File: config.mk
export PLATFORM = sky130hd
export DESIGN_NAME = tile_operand_fetcher
export DESIGN_NICKNAME = d
export VERILOG_FILES = /design/src/rtl/tile_operand_fetcher.sv
export SDC_FILE = /design/constraint.sdc
export NUM_CORES = 1
export LEC_CHECK = 0
export ABC_AREA = 1
export CORE_AREA = 2 2 216 218
export DETAILED_ROUTE_END_ITERATION = 7
export DIE_AREA = 0 0 218 220
export GPL_TIMING_DRIVEN = 1
export PLACE_DENSITY = 0.43
export REMOVE_ABC_BUFFERS = 1
export SLEW_MARGIN = 20
export SYNTH_ARGS = -nofsm -noshare
export SYNTH_HDL_FRONTEND = slang
export SYNTH_SLANG_ARGS = --single-unit
File: constraint.sdc
create_clock -name clk -period 3.9 [get_ports clk]
set_input_delay 0.39 -clock clk [delete_from_list [all_inputs] [get_ports clk]]
set_output_delay 0.39 -clock clk [all_outputs]
set_load 0.005 [all_outputs]
File: src/rtl/tile_operand_fetcher.sv
`default_nettype none
// ============================================================================
// Module      : tile_operand_fetcher
// Description : Answers the systolic controller's tile-load handshake; fetches
//               one K-column of A and B per beat into the tile operand buffers,
//               zero-padding the tail of the last partial tile.
// Revision    : 1.0
// ============================================================================
module tile_operand_fetcher #(
    parameter int BUFFER_SIZE = 9,
    parameter int K_SIZE      = 27,
    parameter int M_SIZE      = 16,
    parameter int N_SIZE      = 16,
    parameter int DATA_W      = 8,
    parameter int ADDR_W      = 10,
    parameter int A_BASE      = 0,
    parameter int B_BASE      = 512,
    localparam int BEAT_W     = (BUFFER_SIZE > 1) ? $clog2(BUFFER_SIZE) : 1
) (
    input  logic                       clk,
    input  logic                       rst_n,
    input  logic                       start,
    input  logic                       read_data,
    input  logic                       done,
    output logic                       data_valid,
    output logic                       mem_rd_en,
    output logic [ADDR_W-1:0]          mem_addr_a,
    output logic [ADDR_W-1:0]          mem_addr_b,
    input  logic [M_SIZE*DATA_W-1:0]   mem_rdata_a,
    input  logic [N_SIZE*DATA_W-1:0]   mem_rdata_b,
    output logic                       buf_wr_en,
    output logic [BEAT_W-1:0]          buf_wr_addr,
    output logic [M_SIZE*DATA_W-1:0]   buf_wdata_a,
    output logic [N_SIZE*DATA_W-1:0]   buf_wdata_b,
    output logic                       busy,
    output logic                       fetch_done,
    output logic                       overrun_err
);

    localparam int TILING = (K_SIZE + BUFFER_SIZE - 1) / BUFFER_SIZE;
    localparam int TILE_W = $clog2(TILING + 1);

    typedef enum logic [2:0] {
        S_IDLE   = 3'd0,
        S_ARM    = 3'd1,
        S_FETCH  = 3'd2,
        S_GAP    = 3'd3,
        S_FINISH = 3'd4
    } state_t;

    state_t              state;
    logic [TILE_W-1:0]   tile;
    logic [BEAT_W-1:0]   beat;
    logic                rd_q;
    logic                pad_q;

    logic                rd_rise;
    logic                issue;
    logic                in_range;
    logic                last_beat;
    logic                last_tile;
    logic [31:0]         k_idx;

    assign rd_rise   = read_data & ~rd_q;
    assign k_idx     = 32'(tile) * 32'(BUFFER_SIZE) + 32'(beat);
    assign in_range  = (k_idx < 32'(K_SIZE));
    assign last_beat = (beat == BEAT_W'(BUFFER_SIZE - 1));
    assign last_tile = ((32'(tile) + 32'd1) == 32'(TILING));

    // done wins over a beat request in the same cycle: the job is over.
    always_comb begin
        issue = 1'b0;
        if (!done) begin
            case (state)
                S_ARM, S_FETCH: issue = read_data;
                S_GAP:          issue = rd_rise;
                default:        issue = 1'b0;
            endcase
        end
    end

    assign mem_rd_en   = issue & in_range;
    assign mem_addr_a  = mem_rd_en ? ADDR_W'(32'(A_BASE) + k_idx) : '0;
    assign mem_addr_b  = mem_rd_en ? ADDR_W'(32'(B_BASE) + k_idx) : '0;
    assign buf_wdata_a = pad_q ? '0 : mem_rdata_a;
    assign buf_wdata_b = pad_q ? '0 : mem_rdata_b;

    always_ff @(posedge clk or negedge rst_n) begin
        if (!rst_n) begin
            state       <= S_IDLE;
            tile        <= '0;
            beat        <= '0;
            rd_q        <= 1'b0;
            pad_q       <= 1'b0;
            buf_wr_en   <= 1'b0;
            buf_wr_addr <= '0;
            data_valid  <= 1'b0;
            busy        <= 1'b0;
            fetch_done  <= 1'b0;
            overrun_err <= 1'b0;
        end else begin
            rd_q        <= read_data;
            buf_wr_en   <= issue;
            buf_wr_addr <= beat;
            pad_q       <= issue & ~in_range;
            fetch_done  <= 1'b0;
            case (state)
                S_IDLE: begin
                    if (start) begin
                        state       <= S_ARM;
                        tile        <= '0;
                        beat        <= '0;
                        overrun_err <= 1'b0;
                        data_valid  <= 1'b1;
                        busy        <= 1'b1;
                    end
                end
                S_ARM, S_FETCH, S_GAP: begin
                    if (done) begin
                        state      <= S_IDLE;
                        fetch_done <= 1'b1;
                        data_valid <= 1'b0;
                        busy       <= 1'b0;
                    end else if (issue) begin
                        if (last_beat) begin
                            beat <= '0;
                            tile <= tile + TILE_W'(1);
                            if (last_tile) begin
                                state      <= S_FINISH;
                                data_valid <= 1'b0;
                            end else begin
                                state <= S_GAP;
                            end
                        end else begin
                            beat  <= beat + BEAT_W'(1);
                            state <= S_FETCH;
                        end
                    end
                end
                S_FINISH: begin
                    if (rd_rise) overrun_err <= 1'b1;
                    if (done) begin
                        state      <= S_IDLE;
                        fetch_done <= 1'b1;
                        busy       <= 1'b0;
                    end
                end
                default: begin
                    state      <= S_IDLE;
                    data_valid <= 1'b0;
                    busy       <= 1'b0;
                end
            endcase
        end
    end

endmodule
`default_nettype wire

======== Word level (Yosys, flattened, before mapping) ========
Cells that the tools add are included.
storage, ports and cells
  input bits .............................. 261
  logic and storage cells ................. 88
  bits in registers ....................... 20
  output and inout bits ................... 286
operators by class
  multiply operators ...................... 1
  add/subtract/negate cells ............... 5
  reduce and logical (&&, ||, !) cells .... 12
  order comparisons ....................... 1
  equality and inequality tests ........... 16
  multiplexer cells ....................... 36
  bitwise operators ....................... 6
operators by type and width
  cell                                                 count
  2-to-1 mux 128 bit                                   2
  2-to-1 mux 3 bit                                     6
  2-to-1 mux 4 bit                                     4
  inequality test 2 bit, second input constant         6
  2-to-1 mux 1 bit                                     11
  adder 10 x 7 -> 10 bit, first input constant         1
  2-to-1 mux 10 bit                                    1
  AND reduction 5 bit                                  2
  equality test 3 x 2 -> 1 bit, second input constant  3
  inequality test 3 bit, second input constant         3
  case mux 3 bit (3 select lines)                      1
  2-to-1 mux 2 bit                                     4
  case mux 4 bit (2 select lines)                      1
  adder 6 x 4 -> 7 bit                                 1
  < comparator 7 x 5 -> 1 bit, second input constant   1
  2-to-1 mux 7 bit                                     1
  multiplier 2 x 4 -> 6 bit, second input constant     1
  case mux 1 bit (2 select lines)                      3
  AND reduction 3 bit                                  2
  adder 4 x 1 -> 4 bit, second input constant          1
  equality test 4 bit, second input constant           1
  case mux 2 bit (2 select lines)                      1
  AND reduction 4 bit                                  1
  nonzero test 2 bit                                   2
  13 further kinds                                     17

======== Depth between registers and ports, before layout ========
  depth after elaboration ................. 7
  depth in mapped cells ................... 10
  gate-level depth less buffers ........... 9

======== Worst setup path before layout ========
OpenSTA, ideal clock, no wires.
  kind .................................... flip-flop to output port
  start ................................... reg beat[1]
  end ..................................... out mem_addr_b[0]
  stages on the path, launching flop included .. 10
  setup slack ............................. 1.480 ns
  path buffers ............................ 1
  data required time ...................... 3.510 ns
  arrival time ............................ 2.030 ns
  cells stage by stage .................... dfrtp_1 ha_1 ha_1 fa_1 xnor2_2 nor2_1 nand2_1 nand3_4 nor2_2 buf_4
between the ends
  word-level cells in the longest chain between the ends .. 4
ends and longest elaborated chain
  item                         line  RTL
  start: declaration           53    logic [BEAT_W-1:0] beat;
  start signal: assignment     135   beat <= beat + BEAT_W'(1);
  adder 6 x 4 -> 7 bit         65    assign k_idx = 32'(tile) * 32'(BUFFER_SIZE) + 32'(beat);
  < comparator 7 x 5 -> 1 bit  66    assign in_range = (k_idx < 32'(K_SIZE));
  AND 1 bit                    82    assign mem_rd_en = issue & in_range;
  2-to-1 mux 10 bit            84    assign mem_addr_b = mem_rd_en ? ADDR_W'(32'(B_BASE) + k_idx) : '0;
  end: declaration             28    output logic [ADDR_W-1:0] mem_addr_b,
Every way passes these cells.

======== Worst setup path in the final report ========
  start ................................... reg beat[1]
  end ..................................... out mem_addr_a[1]
between the ends
  word-level cells in the longest chain between the ends .. 4
ends and longest elaborated chain
  item                         line  RTL
  adder 6 x 4 -> 7 bit (*)     65
  < comparator 7 x 5 -> 1 bit  66
  AND 1 bit                    82
  2-to-1 mux 7 bit (*)         83    assign mem_addr_a = mem_rd_en ? ADDR_W'(32'(A_BASE) + k_idx) : '0;
  end: declaration             27    output logic [ADDR_W-1:0] mem_addr_a,
Every way passes the cells marked *; elsewhere a longest branch is shown, timed or not.

==> flow_summary.toml <==
[finish]
drive_gt1_share_pct = 2.98
final_common_cell = "clkdlybuf4s50_1"
fin_util_pct = 20.8
multiInputGateArea_um2 = 1680
nets = 1482
num-fill-cells = 5251
fin_cells = 1824
most-common-layout-cells = "537 x clkdlybuf4s50_1, 274 x inv_1, 263 x nor2_1, 33 x nand2_1, 19 x dfrtp_1"
regArea_um2 = 504
area_growth_pct = 176

[drt]
ant_nets = 0
wirelength_mm = 29.3
viasPerCell = 3.14
top_layer = "met5"
drtIter0Drc = 182
wl_met2_mm = 15.3
vias = 5723
detail_route.first_pass.iterations = 4
wl_met3_mm = 2.73
remaining_drc_errors = 0
wl_per_cell_um = 16.1
routedLengthMet1_mm = 11.0

[logic_synthesis]
yosysSeqAreaShare_pct = 14.5
synth_area_um2 = 3450
ys.warnings.count = 0
yosysUniqueCellTypes = 31
postSynthAreaPerCell_um2 = 4.92
synth-seq-cells = 20
synthCells = 701

[power]
powerDensity_nw_per_um2 = 193
worst_ir_drop_vdd_uv = 168
total_leakage_power_nw = 4.86

[grt]
grt_pass1_wl_mm = 38.9
grt_start_max_net_pins = 89
antenna_found_initial = 17
grt_pass1_vias = 5765
grt_overflow = 0
grt_use_total_pct = 11.1

[setup_path]
crit_fanout = 6
cp.arrival_ps = 2880
reg2reg_from = "beat[1]$_DFFE_PN0P_"
cp-startpoint = "beat[1]$_DFFE_PN0P_"
end_kind = "output pin"
cp.required_ps = 3510
path_class = "flip-flop to output pin"
cp-start-kind = "flip-flop"

[sta]
fmax_mhz = 306
finalHoldViolations = 0
setup_tns_ps = 0
maxSlewHeadroom_pct = 37.4
fin_crit_sh_pct = 83.9
tightest_slew_ps = 935
finalSetupViolCount = 0
final.min_clock_period_ps = 3270
rsz0062_at_grt = "no"
drv_slew = 0
clock_skew_ps = 1.52

[flow_run]
drv_cap = 0

[clock_network]
cts_setup_buffers = 0
clk_pin_slew_worst_paths_ps = 60
tritoncts = "built"
clk_path_buf_depth = 2
cts_max_level = 1
worst_skew_pair.late_latency_ps = 250
cts_buffers = 3
clkSinkCount = 20
hold_buffers = 0
root_buffer = "clkbuf_16"
cts_resized = 0

[floorplanning]
die_height_um = 220
die_area_um2 = 48000
num_rows = 79
start_util_pct = 7.51
coreArea_um2 = 45900
io_pins = 547
die_w_um = 218

[place]
portBuffers = 537
hpwl_mm = 26.8
gp_congestion = 0.779
placed_cells = 1813

[hold_path]
hold_path.class = "flip-flop to flip-flop"
hp-start = "data_valid$_DFFE_PN0P_"

[outcome]
status = "completed"
## cells by family after synthesis
kind of cell	after synthesis	share of synthesized area [%]
AND/OR/NAND/NOR	335	40.9
other	1	0.109
buffers and inverters	321	37.6
XOR/XNOR	2	0.726
adder cells (fa/ha/maj)	10	3.85
AO/OA/AOI/OAI	12	2.29
flip-flops	20	14.5
## registers in the layout, indices dropped and copies added, names as in the netlist
register and cells:
buf_wr_en 1, fetch_done 1, rd_q 1, tile 2, state 3, buf_wr_addr 4, overrun_err 1, data_valid 1
beat 4, pad_q 1, busy 1
## Yosys cell counts
master / count / area, um2
nand2_8: 1 / 20.0
xnor2_1: 1 / 8.76
nand3_4: 1 / 17.5
nor3_1: 3 / 15.0
a21oi_1: 2 / 10.0
ha_1: 9 / 113
o21ai_1: 1 / 5.00
nor2_8: 1 / 20.0
inv_4: 1 / 6.26
a21o_1: 1 / 7.51
buf_4: 15 / 113
o21ai_2: 3 / 26.3
nand4_1: 2 / 12.5
nand2_1: 33 / 124
fa_1: 1 / 20.0
nand2_4: 4 / 45.0
nand3_1: 13 / 65.1
o21ai_0: 3 / 15.0
o21bai_1: 2 / 15.0
clkbuf_1: 3 / 11.3
conb_1: 1 / 3.75
inv_2: 3 / 11.3
nand3b_1: 1 / 7.51
buf_2: 25 / 125
nor2_2: 6 / 37.5
nand2_2: 4 / 25.0
inv_1: 274 / 1030
dfrtp_1: 20 / 500
xnor2_2: 1 / 16.3
nor2_4: 3 / 33.8
nor2_1: 263 / 987
## worst paths after layout
check | to | slack (ps) | depth (start not counted)
max | mem_addr_a[1] | 630 | 9
min | data_valid$_DFFE_PN0P_ | 490 | 2
max reg2reg | pad_q$_DFF_PN0_ | 1870 | 7
min reg2reg | data_valid$_DFFE_PN0P_ | 490 | 2
max in group asynchronous | pad_q$_DFF_PN0_ | 2560 | 1
min in group asynchronous | rd_q$_DFF_PN0_ | 660 | 1
## routing by layer
| layer | track usage [%] | vias to the layer above |
|---|---|---|
| met4 | 0.930 | 6 |
| li1 | - | 2849 |
| met2 | 21.4 | 268 |
| met3 | 3.42 | 18 |
| met1 | 12.4 | 2582 |
| met5 | 0 | - |
## area by class of cell
class | count | area share (%)
repair buffers | 540 | 57.0
diodes | 7 | 0.184
well taps | 607 | 7.98
inverters | 278 | 11.0
clock buffers | 4 | 0.933
flip-flops and latches | 20 | 5.30
multi-input cells | 368 | 17.7
## per-stage QoR
stage / setup WS [ps] / power (mW) / hold slack (ps) / instance area (um2)
2_1_floorplan: -797 / 0.820 / 94.4 / 3230
3_3_place_gp: 951 / 1.63 / 463 / 9410
3_5_place_dp: 906 / 1.63 / 465 / 9410
4_1_cts: 603 / 1.88 / 490 / 9500
5_1_grt: 466 / 2.01 / 523 / 9500
6_report: 628 / 1.84 / 493 / 9520
## power breakdown
| part | total [mW] | switching [mW] | internal (mW) |
|---|---|---|---|
| combinational | 1.26 | 0.537 | 0.722 |
| sequential | 0.343 | 0.0719 | 0.271 |
| clock | 0.237 | 0.0810 | 0.156 |
## critical path: stages, from the launching register on
cell and delay, ps:
dfrtp_1 450, ha_1 300, ha_1 240, fa_1 480, a21oi_1 170, nor2_1 70, nand2_1 130, nand3_4 120
nor2_2 150, clkdlybuf4s50_1 530
Note: power is estimated with default switching activity, not from simulation.
